### src/rtl/fa_norm_pack.sv
// fa_norm_pack: back end of the FP adder. Adds the aligned significands, then
// normalizes one bit per cycle and packs an IEEE-754 single-precision word.
// Truncating; no special-value handling on the inputs.
//
// Ports:
//   CLK, RESETn          clock (rising edge), async active-low reset
//   in_valid / in_ready  operand bundle handshake (in_ready high only in IDLE)
//   in_sign, in_ex       result sign, common (larger) exponent
//   in_sg1, in_sg2       aligned significands (smaller one complemented if signs differ)
//   in_ov_yn             1 = same-sign operands, carry-out is meaningful
//   out_valid/out_ready  result handshake; out_result held until accepted
//   out_result           packed {sign, exp, frac}
module fa_norm_pack #(
   parameter int unsigned EXP_W = 8,
   parameter int unsigned SIG_W = 24
) (
   input  logic                     CLK,
   input  logic                     RESETn,
   input  logic                     in_valid,
   output logic                     in_ready,
   input  logic                     in_sign,
   input  logic [EXP_W-1:0]         in_ex,
   input  logic [SIG_W-1:0]         in_sg1,
   input  logic [SIG_W-1:0]         in_sg2,
   input  logic                     in_ov_yn,
   output logic                     out_valid,
   input  logic                     out_ready,
   output logic [EXP_W+SIG_W-1:0]   out_result
);

   localparam int unsigned FRAC_W = SIG_W - 1;
   localparam logic [EXP_W-1:0] EXP_MAX = '1;
   localparam logic [EXP_W-1:0] EXP_ONE = EXP_W'(1);

   typedef enum logic [1:0] {IDLE, ADD, NORM, DONE} state_t;

   state_t              state;
   logic                sign_r;
   logic [EXP_W-1:0]    ex_r;
   logic [SIG_W-1:0]    sg1_r;
   logic [SIG_W-1:0]    sg2_r;
   logic                ov_r;
   // In NORM the leading bit is known to be 0, so only the lower bits are kept.
   logic [FRAC_W-1:0]   sig_r;

   logic [SIG_W:0]      sum_c;
   logic [EXP_W-1:0]    ex_inc_c;
   logic [EXP_W-1:0]    ex_dec_c;
   logic [SIG_W-1:0]    sig_shl_c;

   // Datapath helpers driven from registered state only.
   always_comb begin
      sum_c     = {1'b0, sg1_r} + {1'b0, sg2_r};
      ex_inc_c  = ex_r + EXP_W'(1);
      ex_dec_c  = ex_r - EXP_W'(1);
      sig_shl_c = {sig_r, 1'b0};
   end

   // Control FSM with registered handshake outputs and result.
   always_ff @(posedge CLK or negedge RESETn) begin
      if (!RESETn) begin
         state      <= IDLE;
         in_ready   <= 1'b1;
         out_valid  <= 1'b0;
         out_result <= '0;
         sign_r     <= 1'b0;
         ex_r       <= '0;
         sg1_r      <= '0;
         sg2_r      <= '0;
         ov_r       <= 1'b0;
         sig_r      <= '0;
      end else begin
         case (state)
            IDLE: begin
               if (in_valid) begin
                  sign_r   <= in_sign;
                  ex_r     <= in_ex;
                  sg1_r    <= in_sg1;
                  sg2_r    <= in_sg2;
                  ov_r     <= in_ov_yn;
                  in_ready <= 1'b0;
                  state    <= ADD;
               end
            end
            ADD: begin
               if (ov_r && sum_c[SIG_W]) begin
                  // Carry-out: drop the LSB and bump the exponent; may saturate to inf.
                  ex_r      <= ex_inc_c;
                  out_valid <= 1'b1;
                  state     <= DONE;
                  if (ex_inc_c == EXP_MAX)
                     out_result <= {sign_r, EXP_MAX, {FRAC_W{1'b0}}};
                  else
                     out_result <= {sign_r, ex_inc_c, sum_c[SIG_W-1:1]};
               end else if (sum_c[SIG_W-1:0] == '0) begin
                  // Exact cancellation always yields +0.
                  out_result <= '0;
                  out_valid  <= 1'b1;
                  state      <= DONE;
               end else if (sum_c[SIG_W-1]) begin
                  out_result <= {sign_r, ex_r, sum_c[SIG_W-2:0]};
                  out_valid  <= 1'b1;
                  state      <= DONE;
               end else begin
                  sig_r <= sum_c[SIG_W-2:0];
                  state <= NORM;
               end
            end
            NORM: begin
               if (ex_r <= EXP_ONE) begin
                  // Exponent exhausted: flush to zero instead of producing a denormal.
                  out_result <= '0;
                  out_valid  <= 1'b1;
                  state      <= DONE;
               end else begin
                  sig_r <= sig_shl_c[FRAC_W-1:0];
                  ex_r  <= ex_dec_c;
                  if (sig_shl_c[SIG_W-1]) begin
                     out_result <= {sign_r, ex_dec_c, sig_shl_c[SIG_W-2:0]};
                     out_valid  <= 1'b1;
                     state      <= DONE;
                  end
               end
            end
            DONE: begin
               if (out_ready) begin
                  out_valid <= 1'b0;
                  in_ready  <= 1'b1;
                  state     <= IDLE;
               end
            end
            default: begin
               out_valid <= 1'b0;
               in_ready  <= 1'b1;
               state     <= IDLE;
            end
         endcase
      end
   end

endmodule

### config.mk
export PLATFORM = sky130hd
export DESIGN_NAME = fa_norm_pack
export DESIGN_NICKNAME = d
export VERILOG_FILES = /design/src/rtl/fa_norm_pack.sv
export SDC_FILE = /design/constraint.sdc
export NUM_CORES = 1
export LEC_CHECK = 0
export BUFFER_PORTS_ARGS = -buffer_cell sky130_fd_sc_hd__buf_2
export CAP_MARGIN = 20
export CORE_AREA = 3 3 113 159
export DETAILED_ROUTE_END_ITERATION = 16
export DIE_AREA = 0 0 116 162
export PLACE_DENSITY = 0.63
export RECOVER_POWER = 50
export SLEW_MARGIN = 10
export SYNTH_ARGS = -nofsm -noshare
export SYNTH_HDL_FRONTEND = slang
export SYNTH_SLANG_ARGS = --single-unit
### constraint.sdc
create_clock -name CLK -period 8.8 [get_ports CLK]
set_input_delay 1.76 -clock CLK [delete_from_list [all_inputs] [get_ports CLK]]
set_output_delay 1.76 -clock CLK [all_outputs]
set_load 0.02 [all_outputs]
==> results.yml <==
grt:
  first_global_vias: 6315
  grt_pass1_wl_um: 31500
  grt_antenna_before_repair: 0
  grt_overflow: 0
  grt_start_max_net_pins: 76
  groute.usage.overall: 0.210
sta:
  fin_skew_ns: 0.00817
  min_period_ns: 4.40
  worst_slack_ns: 4.40
  drv_slew: 87
  worstMarginPinSlew_ns: 2.26
  fmax_mhz: 227
  post-route-period-util: 0.500
  rsz0062_at_grt: "false"
  timing.slew.headroom: -0.505
  tns_ns: 0
  finalHoldViolations: 0
  setup-violations-final: 0
cells_and_area:
  drive_gt1_frac: 0.199
  multi_input_area_um2: 4220
  antennaDiodeCount: 0
  syn_to_final_growth_pct: 16.4
  finalNetCount: 939
  fill_cells: 1576
  regArea_um2: 2930
route:
  vias_per_cell: 5.89
  remaining_drc_errors: 0
  wire_per_inst_um: 18.1
  ant_nets: 0
  totalWireLength_um: 19200
  drtIter0Drc: 368
  firstDrtPassIters: 5
  vias: 6242
clock_network:
  cts_buffer_depth: 2
  numCtsBuffers: 17
  hold_buffers: 0
  clk_latency_ns: 0.42
  cts_resized: 0
  clk_pin_slew_ns: 0.06
  clock_sinks: 117
  cts_setup_buffers: 0
  htreeDepth: 4
  cts_root_buffer: "clkbuf_16"
  cts_tree: "built"
place:
  post-dp-hpwl_um: 14300
  place_ws_ns: 4.37
  io_buffers: 95
  place_congestion: 0.934
synth:
  synth-compound-area-share: 0.203
  synth.ff_latch_count: 117
  yosys_most_used_dff: "dfrtp_1"
  synthCells: 758
  postSynthAreaPerCell_um2: 9.85
  synth.distinct_cells: 79
  synth_adder_area_share: 0.0580
  yosysWarnings: 0
  seq_area_frac_synth: 0.392
  synth_top_area_cell: "dfrtp_1"
  synth-simple-area-share: 0.119
  synthTopCellsByCount: "dfrtp_1 (116), nand2_1 (70), mux2_2 (56)"
  synth_top_family_by_area: "compound AO/OA/AOI/OAI gates"
  syn_area_um2: 7470
  synthMuxAreaShare: 0.161
  synth-edff-count: 0
  syn-num-nets: 854
  async_flop_share: 1.00
  synth-xor-area-share: 0.0246
  synth_top_area_share: 0.389
  synth_most_common_cell: "dfrtp_1"
  synth.area.top_cells: "dfrtp_1 (39%), mux2_2 (8.4%), ha_1 (5.5%), mux2_1 (4.7%), a21oi_1 (3.7%)"
hold_path:
  worstHoldPathType: "reg2reg"
worst_setup_path:
  path_max_fanout: 21
  max_stage_delay_ns: 0.50
  worstPathArrival_ns: 4.69
  path_cells: "ha_1 -> fa_1 -> a211oi_2 -> o21ai_1 -> a2111oi_0 -> a221oi_1 -> a221oi_1 -> and4bb_1 -> a31oi_4 -> a31oi_4 -> buf_4 -> mux2_1"
  crit_slowest_cell: "a31oi_4"
  cp-end-kind: "flop"
  startpoint_type: "flop"
  critical_path_required_ns: 9.09
  critPathKind: "reg2reg"
die:
  ioPinCount: 96
  rows: 56
  initial_core_util: 0.448
  dieWidth_um: 116
  dieArea_um2: 18800
  die_h_um: 162
  coreArea_um2: 16700
flow_run:
  max_cap_violations: 2
status:
  violations: "capacitance limit, slew limit"
  status: "finished, violations left"
state kept, by name, summed over array words and instances, names as in the netlist:
name and count:
out_result 32, sg1_r 24, sg2_r 24, sig_r 23, ex_r 8, state 2
in_ready 1, out_valid 1, ov_r 1, sign_r 1
kinds of logic (layout without fill, tap and decap cells):
family / Yosys count / count (layout)
AND/OR/NAND/NOR: 187 / 187
buffers and inverters: 76 / 174
flip-flops: 117 / 117
adder cells (fa/ha/maj): 34 / 34
AO/OA/AOI/OAI: 214 / 214
multiplexers: 109 / 109
XOR/XNOR: 21 / 21
path summary, 6_finish.rpt:
check	endpoint	start	slack, ns	depth (start not counted)
worst min-delay path	out_result[7]$_DFFE_PN0P_	out_result[7]$_DFFE_PN0P_	0.48	1
worst max register to register	out_result[2]$_DFFE_PN0P_	sg1_r[0]$_DFFE_PN0P_	4.40	12
worst min register to register	out_result[7]$_DFFE_PN0P_	out_result[7]$_DFFE_PN0P_	0.48	1
max in group asynchronous	sg1_r[5]$_DFFE_PN0P_	RESETn	4.83	2
min in group asynchronous	out_result[14]$_DFFE_PN0P_	RESETn	2.01	1
worst max-delay path	out_result[2]$_DFFE_PN0P_	sg1_r[0]$_DFFE_PN0P_	4.40	12
worst max-delay path: cells and delay by family (launching register included):
kind,cells,cell delay [ns]
flops,1,0.38
simple gates,1,0.33
buf+inv,1,0.40
fa+ha+maj,2,0.69
mux,1,0.36
compound gates,7,2.10
cell usage in the layout (no fill, tap or decap), types with 11 or more instances in the layout:
cell / synthesis / layout
xnor2_1: 12 / 12
o21ai_0: 39 / 39
a21oi_1: 55 / 55
o211ai_1: 14 / 14
ha_1: 33 / 33
inv_1: 34 / 34
nand2_1: 70 / 70
nor3_1: 17 / 17
mux2_1: 31 / 31
mux2_2: 56 / 56
nand3_1: 11 / 11
mux2i_1: 22 / 22
buf_2: 3 / 59
dfrtp_1: 116 / 116
a22oi_1: 13 / 13
nor2_1: 42 / 42
clkbuf_16: 0 / 17
clkbuf_1: 25 / 40
metrics by stage:
step | util | area [um2] | cells | hold slack, ns
final | 0.522 | 8700 | 1059 | 0.483
after global routing | 0.522 | 8700 | 1059 | 0.505
after CTS | 0.525 | 8750 | 1059 | 0.482
after detailed placement | 0.486 | 8100 | 1027 | 0.469
after global placement | 0.486 | 8100 | 1027 | 0.469
after floorplan | - | 7470 | 758 | 0.465
layer usage:
layer	vias up	routed length, um	GRT usage
li1	2977	-	-
met1	3013	7940	0.255
met2	203	9620	0.357
met3	49	987	0.0432
met4	0	655	0.0929
met5	-	0	0
final cells by class:
type / instances / area share
Clock inverter: 9 / 0.0199
Tap cell: 203 / 0.0292
Sequential cell: 117 / 0.337
Inverter: 36 / 0.0155
Clock buffer: 23 / 0.0549
Multi-Input combinational cell: 565 / 0.485
Timing Repair Buffer: 106 / 0.0585
Power is left out: the tool's default activity adds up to more than one toggle a clock period on the data nets, which glitch-free logic cannot reach.
